### config.mk
export PLATFORM = sky130hd
export DESIGN_NAME = step_updown_counter
export DESIGN_NICKNAME = d
export VERILOG_FILES = /design/src/rtl/step_counter_pkg.sv /design/src/rtl/step_counter_next.sv /design/src/rtl/step_updown_counter.sv
export SDC_FILE = /design/constraint.sdc
export NUM_CORES = 1
export LEC_CHECK = 0
export BUFFER_PORTS_ARGS = -buffer_cell sky130_fd_sc_hd__buf_2
export CAP_MARGIN = 5
export CORE_AREA = 2 2 39 41
export DETAILED_ROUTE_END_ITERATION = 8
export DIE_AREA = 0 0 41 43
export GPL_TIMING_DRIVEN = 0
export PLACE_DENSITY = 0.75
export SLEW_MARGIN = 20
export SYNTH_ARGS = -nofsm -noshare
export SYNTH_HDL_FRONTEND = slang
export SYNTH_SLANG_ARGS = --single-unit
### constraint.sdc
create_clock -name clk -period 3 [get_ports clk]
set_input_delay 0.15 -clock clk [delete_from_list [all_inputs] [get_ports clk]]
set_output_delay 0.15 -clock clk [all_outputs]
set_load 0.03 [all_outputs]
### src/rtl/step_counter_pkg.sv
// Shared types and elaboration-time helpers for the arithmetic-progression counter.
// Latency: n/a (types, constants and constant functions only).
// Backpressure: n/a.
package step_counter_pkg;

    // Boundary behaviour selector; the reserved encoding behaves as wrap.
    typedef enum logic [1:0] {
        MODE_WRAP = 2'b00,
        MODE_SAT  = 2'b01,
        MODE_PING = 2'b10,
        MODE_RSVD = 2'b11
    } mode_t;

    // Largest sequence member that still fits in 'width' bits.
    // The subtraction is done in 64 bits so widths up to 31 do not overflow.
    function automatic int calc_max(input int width, input int step, input int base);
        longint span;
        span = (longint'(1) << width) - 64'sd1 - longint'(base);
        return int'(longint'(base) + longint'(step) * (span / longint'(step)));
    endfunction

    // A value is legal when it lies on the progression between MIN and MAX.
    function automatic logic is_legal(input int v, input int base, input int step,
                                      input int max_v);
        return (v >= base) && (v <= max_v) && (((v - base) % step) == 0);
    endfunction

endpackage

### src/rtl/step_counter_next.sv
// Next-value logic for the progression counter: step, boundary detect, boundary policy.
// Latency: purely combinational.
// Backpressure: none; the caller decides whether the result is registered.
module step_counter_next
    import step_counter_pkg::*;
#(
    parameter int WIDTH = 4,
    parameter int STEP  = 2,
    parameter int BASE  = 1
) (
    input  logic [WIDTH-1:0] cur_out,
    input  logic             d,
    input  logic [1:0]       mode,
    output logic [WIDTH-1:0] next_out,
    output logic             next_dir,
    output logic             hit_boundary
);

    localparam int               MAX_I  = calc_max(WIDTH, STEP, BASE);
    localparam logic [WIDTH-1:0] MIN_V  = WIDTH'(BASE);
    localparam logic [WIDTH-1:0] MAX_V  = WIDTH'(MAX_I);
    // A single-member sequence can never step; every enabled cycle is a boundary.
    localparam bit               DEGEN  = (MAX_I == BASE);
    // Ping-pong rebound targets; only meaningful when the sequence has >= 2 members.
    localparam logic [WIDTH-1:0] MAX_DN = WIDTH'(MAX_I - STEP);
    localparam logic [WIDTH-1:0] MIN_UP = WIDTH'(BASE + STEP);
    localparam logic [WIDTH:0]   STEP_X = (WIDTH+1)'(STEP);

    // One extra bit so the step itself never wraps before the boundary check.
    logic [WIDTH:0] up_sum;
    logic [WIDTH:0] dn_diff;
    logic           at_edge;
    logic           unused_carry;

    assign up_sum       = {1'b0, cur_out} + STEP_X;
    assign dn_diff      = {1'b0, cur_out} - STEP_X;
    // Legal values never carry past MAX or borrow below MIN, so the top bits are dead.
    assign unused_carry = up_sum[WIDTH] ^ dn_diff[WIDTH];
    assign at_edge      = d ? (cur_out == MAX_V) : (cur_out == MIN_V);

    // Select the next count and direction according to the boundary policy.
    always_comb begin
        next_out     = cur_out;
        next_dir     = d;
        hit_boundary = 1'b0;
        if (DEGEN) begin
            next_out     = MIN_V;
            hit_boundary = 1'b1;
        end else if (at_edge) begin
            hit_boundary = 1'b1;
            case (mode_t'(mode))
                MODE_SAT: begin
                    next_out = cur_out;
                end
                MODE_PING: begin
                    next_out = d ? MAX_DN : MIN_UP;
                    next_dir = ~d;
                end
                default: begin
                    next_out = d ? MIN_V : MAX_V;
                end
            endcase
        end else begin
            next_out = d ? up_sum[WIDTH-1:0] : dn_diff[WIDTH-1:0];
        end
    end

endmodule

### src/rtl/step_updown_counter.sv
// Up/down counter stepping BASE, BASE+STEP, ... MAX with wrap/saturate/ping-pong ends.
// Latency: one cycle from inputs to out/tc/load_err; no backpressure, en simply holds.
// Optional STEP_COUNTER_WRAP_COUNT_EN adds an 8-bit saturating terminal-count tally.
module step_updown_counter
    import step_counter_pkg::*;
#(
    parameter int WIDTH = 4,
    parameter int STEP  = 2,
    parameter int BASE  = 1
) (
    input  logic             clk,
    input  logic             reset,
    input  logic             en,
    input  logic             Y,
    input  logic [1:0]       mode,
    input  logic             load,
    input  logic [WIDTH-1:0] load_val,
    output logic [WIDTH-1:0] out,
    output logic             dir_q,
    output logic             tc,
`ifdef STEP_COUNTER_WRAP_COUNT_EN
    output logic [7:0]       wrap_cnt,
`endif
    output logic             load_err
);

    localparam int               MAX_I = calc_max(WIDTH, STEP, BASE);
    localparam logic [WIDTH-1:0] MIN_V = WIDTH'(BASE);

    logic             d;
    logic             load_ok;
    logic [WIDTH-1:0] next_out;
    logic             next_dir;
    logic             hit_boundary;

    // Ping-pong follows its own registered direction; the other modes obey Y directly.
    assign d       = (mode == MODE_PING) ? dir_q : Y;
    assign load_ok = is_legal(int'(32'(load_val)), BASE, STEP, MAX_I);

    step_counter_next #(
        .WIDTH (WIDTH),
        .STEP  (STEP),
        .BASE  (BASE)
    ) u_next (
        .cur_out      (out),
        .d            (d),
        .mode         (mode),
        .next_out     (next_out),
        .next_dir     (next_dir),
        .hit_boundary (hit_boundary)
    );

    // Count state with reset > load > enable > hold priority; tc/load_err are one-cycle pulses.
    always_ff @(posedge clk) begin
        if (reset) begin
            out      <= MIN_V;
            dir_q    <= 1'b1;
            tc       <= 1'b0;
            load_err <= 1'b0;
        end else if (load) begin
            out      <= load_ok ? load_val : MIN_V;
            dir_q    <= Y;
            tc       <= 1'b0;
            load_err <= ~load_ok;
        end else if (en) begin
            out      <= next_out;
            dir_q    <= next_dir;
            tc       <= hit_boundary;
            load_err <= 1'b0;
        end else begin
            tc       <= 1'b0;
            load_err <= 1'b0;
        end
    end

`ifdef STEP_COUNTER_WRAP_COUNT_EN
    // Tally terminal counts in the same edge that raises tc, so wrap_cnt and tc line up.
    always_ff @(posedge clk) begin
        if (reset || load) begin
            wrap_cnt <= 8'd0;
        end else if (en && hit_boundary && (wrap_cnt != 8'hFF)) begin
            wrap_cnt <= wrap_cnt + 8'd1;
        end
    end
`endif

endmodule

* Word-level counts from Yosys, hierarchy flattened
Cells that the tools add are included.
** Cells by class
- $add $sub $neg :: 3
- $lt $le $gt $ge :: 1
- Equal/unequal tests :: 5
- Multiplexer cells :: 15
- Bitwise gates (word level) :: 5
- Reductions and logical operators :: 6
** Operators with widths (number)
- 32-bit logical NOT :: 1
- 4-bit two-way mux :: 7
- 4-bit case mux with 2 select lines :: 1
- 1-bit two-way mux :: 7
- 4-bit by 1-bit subtractor with 5-bit output, second input constant :: 1
- 4-bit by 2-bit adder with 4-bit output, second input constant :: 1
- 4-bit by 1-bit equality test with 1-bit output, second input constant :: 1
- 4-bit equality test, second input constant :: 1
- 4-bit by 1-bit >= comparator with 1-bit output, second input constant :: 1
- 1-bit inverter :: 4
- 4-bit by 2-bit subtractor with 4-bit output, second input constant :: 1
- 3-bit != test, second input constant :: 1
- 3-bit OR reduction :: 1
- 2-bit by 1-bit equality test with 1-bit output, second input constant :: 1
- 2-bit equality test, second input constant :: 1
- 2-bit AND reduction :: 1
- 2-bit nonzero test :: 1
- 2-bit OR reduction :: 1
- 1-bit AND :: 1
- 1-bit logical AND :: 1
** Storage, ports and cells
- Register bits :: 7
- Input port bits :: 11
- Output and inout port bits :: 7
- Word-level logic and storage cells :: 39

* Depth between registers and ports, before layout
Gate-level depths: netlist of the first run.
- Depth after elaboration :: 7
- Gate-level depth with buffers :: 8
- Mapped depth without buffers :: 8

* Modules after synthesis
From an unflattened synthesis of the first run, not the netlist that was laid out.
** Second synthesis, totals
- Cells, all modules :: 65
- Area total of the unflattened synthesis :: 615.6 um^2
** Modules (own cells, without submodules)
- step_counter_next :: instances 1, cells each 37, area an instance 314.1 um^2
- step_updown_counter :: instances 1, cells each 28, area an instance 301.5 um^2

* Worst setup path before layout of the first run
OpenSTA, ideal clock, no wires.
- Kind :: register -> register
- Start :: reg dir_q
- End :: reg out[3]
- Library setup time :: 0.081 ns
- Arrival time :: 1.809 ns
- Required time :: 2.919 ns
- Setup slack :: 1.110 ns
- Cell stages (with the launch flop) :: 8
- Path buffers :: 0
- Cells stage by stage :: dfxtp_1 > mux2i_4 > xnor2_1 > ha_1 > or3_1 > a21boi_0 > o21ai_1 > a41oi_1
** Between the ends
- Longest elaborated chain between the ends :: 6
- Elaborated cells on any way between the ends :: 11
- Classes of those cells :: eq/ne: 1; mux: 9; reduce/logical: 1
** Ends and longest elaborated chain
- start: declaration :: RTL line step_updown_counter.sv:19 : output logic dir_q,
- start signal: assignment :: RTL line step_updown_counter.sv:67 : dir_q <= next_dir;
- 1-bit two-way mux * :: RTL line step_updown_counter.sv:37 : assign d = (mode == MODE_PING) ? dir_q : Y;
- 4-bit two-way mux (on tied branches) :: RTL line step_counter_next.sv:60, step_counter_next.sv:56
- 4-bit case mux with 2 select lines :: RTL line step_counter_next.sv:51 : case (mode_t'(mode))
- 4-bit two-way mux :: RTL line step_counter_next.sv:49 : end else if (at_edge) begin
- 4-bit two-way mux :: RTL line step_updown_counter.sv:65 : end else if (en) begin
- 4-bit two-way mux :: RTL line step_updown_counter.sv:60 : end else if (load) begin
- end signal: assignment :: RTL line step_updown_counter.sv:61 : out <= load_ok ? load_val : MIN_V;
- end signal: assignment :: RTL line step_updown_counter.sv:66 : out <= next_out;
- end: declaration :: RTL line step_updown_counter.sv:18 : output logic [WIDTH-1:0] out,
Every way passes the cells marked *; elsewhere a longest branch is shown, timed or not. The select of a mux whose other input is x is not followed.
A chain may end at the register's enable or synchronous reset.

* Worst setup path after layout of the first run
Ends and elaborated chain as after synthesis.

==> results of run 1 <==
metal layers:
layer	routed length, um	part of all wire	vias to the layer above	track usage
li1	-	-	274	-
met1	542	0.45	250	0.208
met2	633	0.52	11	0.259
met3	40	0.033	0	0.0314
met4	0	0	0	0.0600
met5	0	0	-	0
worst max path at each step:
stage	startpoint	to	slack [ns]	cells after the start
3_5_place_dp	mode[0]	out[3]	1.00	9
3_3_place_gp	mode[0]	out[3]	1.06	9
4_1_cts	dir_q	out[3]	1.13	7
2_1_floorplan	dir_q	out[3]	1.11	7
6_report	dir_q	out[3]	1.13	7
5_1_grt	dir_q	out[3]	1.02	7
where the power goes:
group	internal, W	leakage [nW]	switching, W
combinational	0.0000455	0.216	0.0000556
sequential	0.0000995	0.0576	0.0000101
clock	0.0000507	0.0150	0.0000340
total	0.000196	0.288	0.0000997
cell families (layout without fill, tap and decap cells):
logic type                 Yosys count  count (layout)  synth area share
muxes                                3               3             0.110
and+or+nand+nor                     24              24             0.284
buffers and inverters                4              24            0.0366
xor gates and xnor gates             1               1            0.0160
DFF                                  7               7             0.256
AOI/OAI and AO/OA                   22              22             0.275
adders and majority gates            1               1            0.0229
registers in the layout, summed over array words and instances (netlist names):
signal	cells
dir_q	1
load_err	1
tc	1
out	4
critical path, cell delays in order (launching register included):
cell and delay (ns):
dfxtp_1 0.35, mux2i_4 0.29, xnor2_1 0.11, ha_1 0.21
or3_1 0.30, a21boi_0 0.19, o21ai_1 0.11, a41oi_1 0.22
stage by stage:
step | cells | setup slack, ns | total power, W | util | area (um2)
finish | 98 | 1.13 | 0.000295 | 0.486 | 673
global route | 98 | 1.02 | 0.000315 | 0.486 | 673
CTS | 98 | 1.13 | 0.000298 | 0.486 | 673
detailed placement | 94 | 1.00 | 0.000213 | 0.467 | 647
global placement | 94 | 1.06 | 0.000209 | 0.467 | 647
floorplan | 62 | 1.11 | 0.000184 | - | 547
layout make-up:
class	instances	area, um2
repair buffers	16	80.1
plain buffers	2	12.5
clock buffers	4	26.3
fillers	149	711
inverters	2	7.51
multi-input cells	51	387
well taps	16	20.0
flip-flops and latches	7	140
cells in the final DEF (no fill, tap or decap):
master,Yosys,layout
a211o_1,1,1
a21boi_0,1,1
a21oi_1,4,4
a22o_2,1,1
a22oi_1,2,2
a32oi_1,1,1
a41oi_1,1,1
and3_1,1,1
and4_1,1,1
buf_2,1,17
clkbuf_1,0,1
clkbuf_4,1,4
dfxtp_1,7,7
ha_1,1,1
inv_1,2,2
mux2_4,1,1
mux2i_4,2,2
nand2_1,3,3
nand2b_1,3,3
nand2b_4,1,1
nand3_1,4,4
nor2_1,6,6
nor3b_1,2,2
nor4b_4,1,1
o21ai_0,5,5
o21ai_1,2,2
o21bai_1,1,1
o22ai_2,1,1
o2bb2ai_1,1,1
o31ai_1,1,1
or3_1,1,1
or3b_2,1,1
xnor2_1,1,1
==> impl_metrics.csv, run 1 <==
group,metric,value,unit
outcome,outcome,"finished clean",
timing,skew,0.00242,ns
power,peakVddDrop,171,uV
finish,drive_gt1_frac,0.354,
worst_setup_path,crit_arrival,2.04,ns
cts,htree_num_levels,1,
timing,fin_crit,1.87,ns
worst_hold_path,hold_class,"in -> reg",
timing,period_share,0.622,
cts,postCtsHoldBufs,0,
cts,cts_setup_buffers,0,
worst_setup_path,crit_required,3.17,ns
synth,synth_nets,74,
cts,root_buffer,"clkbuf_4",
timing,final_hold_viol_count,0,
synth,ys_types,32,
synth,yosys_warnings,0,
cts,path_clk_slew,0.05,ns
cts,clock_latency,0.25,ns
route,drcViolationCount,0,
timing,worst_pin_slew,0.344,ns
route,vias_per_cell,5.46,
power,power_density,439,nW/um2
worst_setup_path,regToRegEndpoint,"out[3]",
floorplan,start_util,0.395,
synth,ys_ff_latch,7,
worst_setup_path,crit_path_start_kind,"flip-flop",
global_routing,grt_usage,0.163,
worst_setup_path,crit_type,"reg -> reg",
synth,synth-edff-count,0,
global_routing,grt_max_degree,11,
job,drv_cap,0,
power,leakage,0.288,nW
cts,cts_tree,"done",
timing,slew_headroom,0.770,
synth,avgSynthCellArea,8.82,um2
place,dp.final_hpwl,958,um
worst_setup_path,r2r_setup_slack,1.13,ns
synth,synthTopCellsByCount,"dfxtp_1, nor2_1, o21ai_0",
floorplan,num_io_pins,18,
worst_hold_path,min_from,"load_val[0]",
floorplan,coreArea,1380,um2
timing,fin_tns_setup,0,ns
timing,max_freq,0.536,GHz
timing,report.final.slew_viol_count,0,
route,drt-pass1-iter-count,4,
cts,clockBufferDepth,2,
route,wirelength,1220,um
global_routing,grt_overflow_total,0,
global_routing,grt_pass1_vias,487,
floorplan,die_area,1760,um2
cts,cts_buffers,3,
worst_hold_path,hold_path_end,"load_err",
global_routing,grt_pass1_wl,1990,um
route,route.antenna.remaining_nets,0,
worst_setup_path,reg2reg_from,"dir_q",
timing,whs,0.107,ns
cts,cts_sinks,7,
floorplan,dieHeight,43,um
worst_setup_path,critPathCaptureType,"flip-flop",
synth,syn-cell-area,547,um2
route,vias,535,
place,gp_congestion,0.812,
synth,synthFlopType,"dfxtp_1",
cts,ctsResizeCount,0,
worst_hold_path,whs_path_depth,2,
floorplan,floorplan.rows,14,
synth,syn_inst,62,
timing,setup_viol,0,
synth,post-synth-top-count-cell,"dfxtp_1",
synth,ys_seq_area_frac,0.256,
synth,yosysTopAreaCell,"dfxtp_1",
finish,nets,95,
worst_setup_path,cp_max_fo,5,
synth,async_reset_ff_frac,0,
route,routedWlPerCell,12.4,um
place,port-buffer-count,16,
finish,area_delta_synth_final,23.1,%
floorplan,fp.dieW,41,um
worst_setup_path,ff2ff_path_depth,7,
synth,synth_top_area_frac,0.256,
global_routing,antenna_found_initial,0,
finish,antenna_cells,0,
timing,rsz0062_at_grt,"no",
synth,synth_area_leaders,"dfxtp_1, mux2i_4, o21ai_0",
route,drt_iter0_drc,6,
(Power assumes the default switching activity.)
==> run 2: changes to the inputs <==
CORE_AREA = 2 2 40 42   (was 2 2 39 41)
DIE_AREA = 0 0 42 44   (was 0 0 41 43)
clock period = 1.7 ns   (was 3 ns; I/O delays follow)
==> run 2 against run 1 <==
  * Combinational power is 83% higher
  * Worst hold slack got worse by 0.052 ns
  * Sequential share of layout area grew 0.33 points
  * Clock power increased by 74%
  * Die area rose by 4.8%
  * Sequential power rose by 77%
  * Highest routed layer unchanged
  * Via count increased by 0.37%
  * Flip-flop and latch count stayed put
  * Global-route usage fell by 3.2 points
  * Critical path depth did not move
  * Cell count is 1.0% higher
==> impl_metrics.csv, run 2 (synthesis gave the netlist of run 1 again) <==
group,metric,value,unit
timing,slew_headroom,0.785,
worst_setup_path,crit_arrival,1.78,ns
cts,cts_buffers,3,
place,placed_cells,94,
global_routing,grt_max_degree,11,
finish,top_register,"out",
finish,drive_gt1_frac,0.410,
floorplan,fp.dieW,42,um
finish,final_common_cell,"buf_2",
route,vias,537,
power,peakVddDrop,653,uV
finish,area_delta_synth_final,27.7,%
global_routing,grt_pass1_wl,1820,um
place,dp.final_hpwl,911,um
global_routing,antenna_found_initial,0,
route,routedWlPerCell,11.4,um
power,p_total,0.000528,W
global_routing,grt_overflow_total,0,
timing,report.final.slew_viol_count,0,
timing,final_hold_viol_count,0,
route,drcViolationCount,0,
finish,nets,96,
floorplan,die_area,1850,um2
worst_setup_path,critPathCaptureType,"flip-flop",
floorplan,start_util,0.385,
route,vias_per_cell,5.42,
timing,skew,0.00240,ns
timing,rsz0062_at_grt,"no",
place,post-place-ws,-0.175,ns
global_routing,grt_usage,0.132,
cts,htree_num_levels,1,
timing,setup_slack,0.0877,ns
route,drt-pass1-iter-count,4,
timing,period_share,0.948,
global_routing,grt_pass1_vias,448,
worst_setup_path,crit_path_start_kind,"flip-flop",
cts,cts_sinks,7,
power,power_density,756,nW/um2
timing,worst_pin_slew,0.321,ns
finish,fillers,134,
place,port-buffer-count,16,
outcome,outcome,"finished clean",
cts,path_clk_slew,0.05,ns
finish,multi_input_area,397,um2
cts,postCtsHoldBufs,0,
timing,fin_crit,1.61,ns
finish,area.sequential,148,um2
timing,max_freq,0.620,GHz
floorplan,dieHeight,44,um
worst_setup_path,crit_required,1.86,ns
floorplan,num_io_pins,18,
finish,post-route-util,0.492,
cts,clock_latency,0.25,ns
finish,final_cells,99,
floorplan,coreArea,1420,um2
route,drt_iter0_drc,11,
worst_setup_path,cp_max_fo,5,
cts,cts_tree,"done",
worst_hold_path,hold_class,"in -> reg",
finish,largest_reg_flops,4,
power,leakage,0.299,nW
job,drv_cap,0,
floorplan,floorplan.rows,14,
worst_setup_path,crit_type,"reg -> reg",
finish,antenna_cells,0,
route,route.antenna.remaining_nets,0,
cts,root_buffer,"clkbuf_4",
finish,layout_common_cells,"buf_2, nor2_1, o21ai_0, dfxtp_1",
timing,setup_viol,0,
place,gp_congestion,0.761,
route,wirelength,1130,um
cts,clockBufferDepth,2,
==> run 2: through the flow <==
stage	instance area, um2	hold slack [ns]	setup TNS [ns]
floorplan	554	0.161	0
global placement	654	0.301	-0.141
detailed placement	654	0.310	-0.175
CTS	688	0.0440	0
global route	698	0.0566	0
finish	698	0.0551	0
==> run 2: layer usage <==
metal	vias up	GRT usage	share of wire
met4	0	0.0194	0
met3	0	0.0625	0.069
met2	20	0.216	0.47
met1	240	0.162	0.46
li1	277	-	-
met5	-	0	0
==> run 2: worst paths after layout <==
kind          startpoint  endpoint  slack (ns)  cells after the start
max                dir_q    out[3]        0.09                      7
min          load_val[0]  load_err        0.06                      2
max reg2reg        dir_q    out[3]        0.09                      7
min reg2reg       out[0]    out[0]        0.54                      2
==> run 2: where the power goes <==
group | total [W] | leakage (nW) | switching, W | internal, W
clock network | 0.000147 | 0.0150 | 0.0000579 | 0.0000894
logic | 0.000185 | 0.225 | 0.0000982 | 0.0000873
registers | 0.000195 | 0.0584 | 0.0000181 | 0.000177
==> run 2: cell type report <==
type,instances,area share
multi-input cells,51,0.568
clock buffers,4,0.0376
well taps,16,0.0287
plain buffers,2,0.0179
inverters,2,0.0108
flip-flops and latches,7,0.211
repair buffers,17,0.125
==> run 2: what timing repair did <==
action / 4_1_cts / 5_1_grt
setup buffers: 1 / 0
resized for setup: 0 / 2
endpoints found under the setup margin: 1 / 1
pin swaps: 0 / 4
cloned: 0 / 0
==> run 2: worst max-delay path, stage by stage (launching register included) <==
cell and delay, ns:
dfxtp_4 0.36, mux2i_4 0.18, xnor2_2 0.08, ha_2 0.18
or3_1 0.30, a21boi_1 0.13, o21ai_1 0.08, a41oi_1 0.23
==> run 3: changes to the inputs <==
--- a/config.mk
+++ b/config.mk
@@ -14,2 +14,4 @@
 export PLACE_DENSITY = 0.75
+export RECOVER_POWER = 100
+export REMOVE_ABC_BUFFERS = 1
 export SLEW_MARGIN = 20
==> constraint.sdc (replaced) <==
create_clock -name clk -period 1.7 [get_ports clk]
set_input_delay 0.34 -clock clk [delete_from_list [all_inputs] [get_ports clk]]
set_output_delay 0.34 -clock clk [all_outputs]
set_load 0.03 [all_outputs]
==> run 3 against run 2 <==
  * First-iteration DRC count up 9.1%
  * Clock skew up 0.0015 ns
  * Via count up 2.4%
  * Sequential power about the same
  * Worst hold slack better by 0.24 ns
  * Power up 0.84%
  * Utilization down 1.3 points
  * Register-to-register slack about the same
  * Critical path type is now in -> reg
==> impl_metrics.csv, run 3 (synthesis gave the netlist of run 1 again) <==
group,metric,value,unit
cts,clockBufferDepth,2,
route,drcViolationCount,0,
power,leakage,0.269,nW
worst_setup_path,crit_arrival,1.85,ns
finish,drive_gt1_frac,0.305,
timing,worst_pin_slew,0.508,ns
finish,multi_input_area,389,um2
place,port-buffer-count,17,
cts,cts_buffers,3,
worst_hold_path,hold_class,"in -> reg",
cts,cts_tree,"done",
global_routing,antenna_found_initial,0,
timing,rsz0062_at_grt,"yes",
place,dp.final_hpwl,948,um
finish,antenna_cells,0,
route,wirelength,1230,um
worst_setup_path,crit_path_start_kind,"primary input",
place,post-place-ws,-0.475,ns
job,drv_cap,0,
cts,root_buffer,"clkbuf_4",
power,power_density,783,nW/um2
worst_setup_path,crit_required,1.88,ns
route,route.antenna.remaining_nets,0,
worst_setup_path,r2r_setup_slack,0.09,ns
timing,skew,0.00387,ns
route,drt-pass1-iter-count,4,
finish,area.sequential,143,um2
place,gp_congestion,0.816,
timing,final_hold_viol_count,0,
finish,largest_reg_flops,4,
floorplan,fp.dieW,42,um
finish,final_cells,98,
floorplan,coreArea,1420,um2
global_routing,grt_pass1_vias,542,
finish,nets,95,
finish,area_delta_synth_final,24.3,%
floorplan,die_area,1850,um2
timing,slew_headroom,0.662,
route,drt_iter0_drc,12,
global_routing,grt_pass1_wl,2110,um
route,routedWlPerCell,12.5,um
floorplan,floorplan.rows,14,
timing,report.final.slew_viol_count,0,
finish,layout_common_cells,"buf_2, clkbuf_1, nor2_1",
global_routing,grt_usage,0.148,
cts,htree_num_levels,1,
power,peakVddDrop,534,uV
floorplan,start_util,0.385,
timing,max_freq,0.597,GHz
finish,fillers,142,
cts,clock_latency,0.25,ns
global_routing,grt_overflow_total,0,
outcome,outcome,"finished clean",
route,vias,550,
worst_setup_path,critPathCaptureType,"flip-flop",
worst_setup_path,crit_type,"in -> reg",
timing,setup_slack,0.0250,ns
cts,cts_sinks,7,
worst_setup_path,cp_max_fo,6,
finish,top_register,"out",
finish,final_common_cell,"buf_2",
timing,fin_crit,1.67,ns
floorplan,dieHeight,44,um
timing,period_share,0.985,
finish,post-route-util,0.479,
cts,path_clk_slew,0.06,ns
global_routing,grt_max_degree,14,
timing,setup_viol,0,
place,placed_cells,93,
route,vias_per_cell,5.61,
floorplan,num_io_pins,18,
-- run 3: area by class of cell --
| class | instances | area share |
|---|---|---|
| Multi-Input combinational cell | 51 | 0.573 |
| Timing Repair Buffer | 18 | 0.138 |
| Clock buffer | 4 | 0.0387 |
| Tap cell | 16 | 0.0295 |
| Sequential cell | 7 | 0.210 |
| Inverter | 2 | 0.0110 |
-- run 3: metal layers --
| layer | vias to the layer above | global-route usage | part of all wire |
|---|---|---|---|
| met5 | - | 0 | 0 |
| met4 | 0 | 0.0774 | 0.013 |
| met3 | 2 | 0.0167 | 0.064 |
| met2 | 21 | 0.291 | 0.52 |
| met1 | 253 | 0.154 | 0.40 |
| li1 | 274 | - | - |
-- run 3: worst max-delay path: stages --
cell      delay (ns)
buf_8           0.10
nand2b_4        0.15
mux2i_4         0.19
xnor2_1         0.13
ha_2            0.18
or3_1           0.30
a21boi_1        0.15
o21ai_1         0.09
a41oi_1         0.22
-- run 3: metrics by stage --
stage          hold slack [ns]  TNS (ns)  total power (W)  area [um2]
6_report                 0.296         0         0.000532         679
3_5_place_dp             0.536    -0.486         0.000372         639
2_1_floorplan            0.415    -0.190         0.000319         534
3_3_place_gp             0.522    -0.427         0.000368         639
4_1_cts                  0.296         0         0.000533         676
5_1_grt                  0.307   -0.0577         0.000561         679
-- run 3: report_power, final --
part / leakage [nW] / switching [W] / total, W / internal [W]
Combinational: 0.197 / 0.0000982 / 0.000180 / 0.0000817
Clock: 0.0150 / 0.0000664 / 0.000156 / 0.0000899
Sequential: 0.0577 / 0.0000191 / 0.000196 / 0.000177
Total: 0.269 / 0.000184 / 0.000532 / 0.000348
-- run 3: path summary, 6_finish.rpt --
| kind | startpoint | end | cells past startpoint |
|---|---|---|---|
| worst min register to register | out[0] | out[0] | 2 |
| worst max-delay path | mode[0] | out[3] | 9 |
| worst max register to register | out[2] | out[3] | 7 |
| worst min-delay path | load_val[0] | load_err | 2 |
-- run 3: what timing repair did --
| action | 4_1_cts | 5_1_grt |
|---|---|---|
| buffers inserted | 1 | 0 |
| pin swaps | 2 | 3 |
| setup endpoints to repair | 1 | 1 |
| resized for setup | 2 | 5 |
| hold buffers | 0 | 0 |
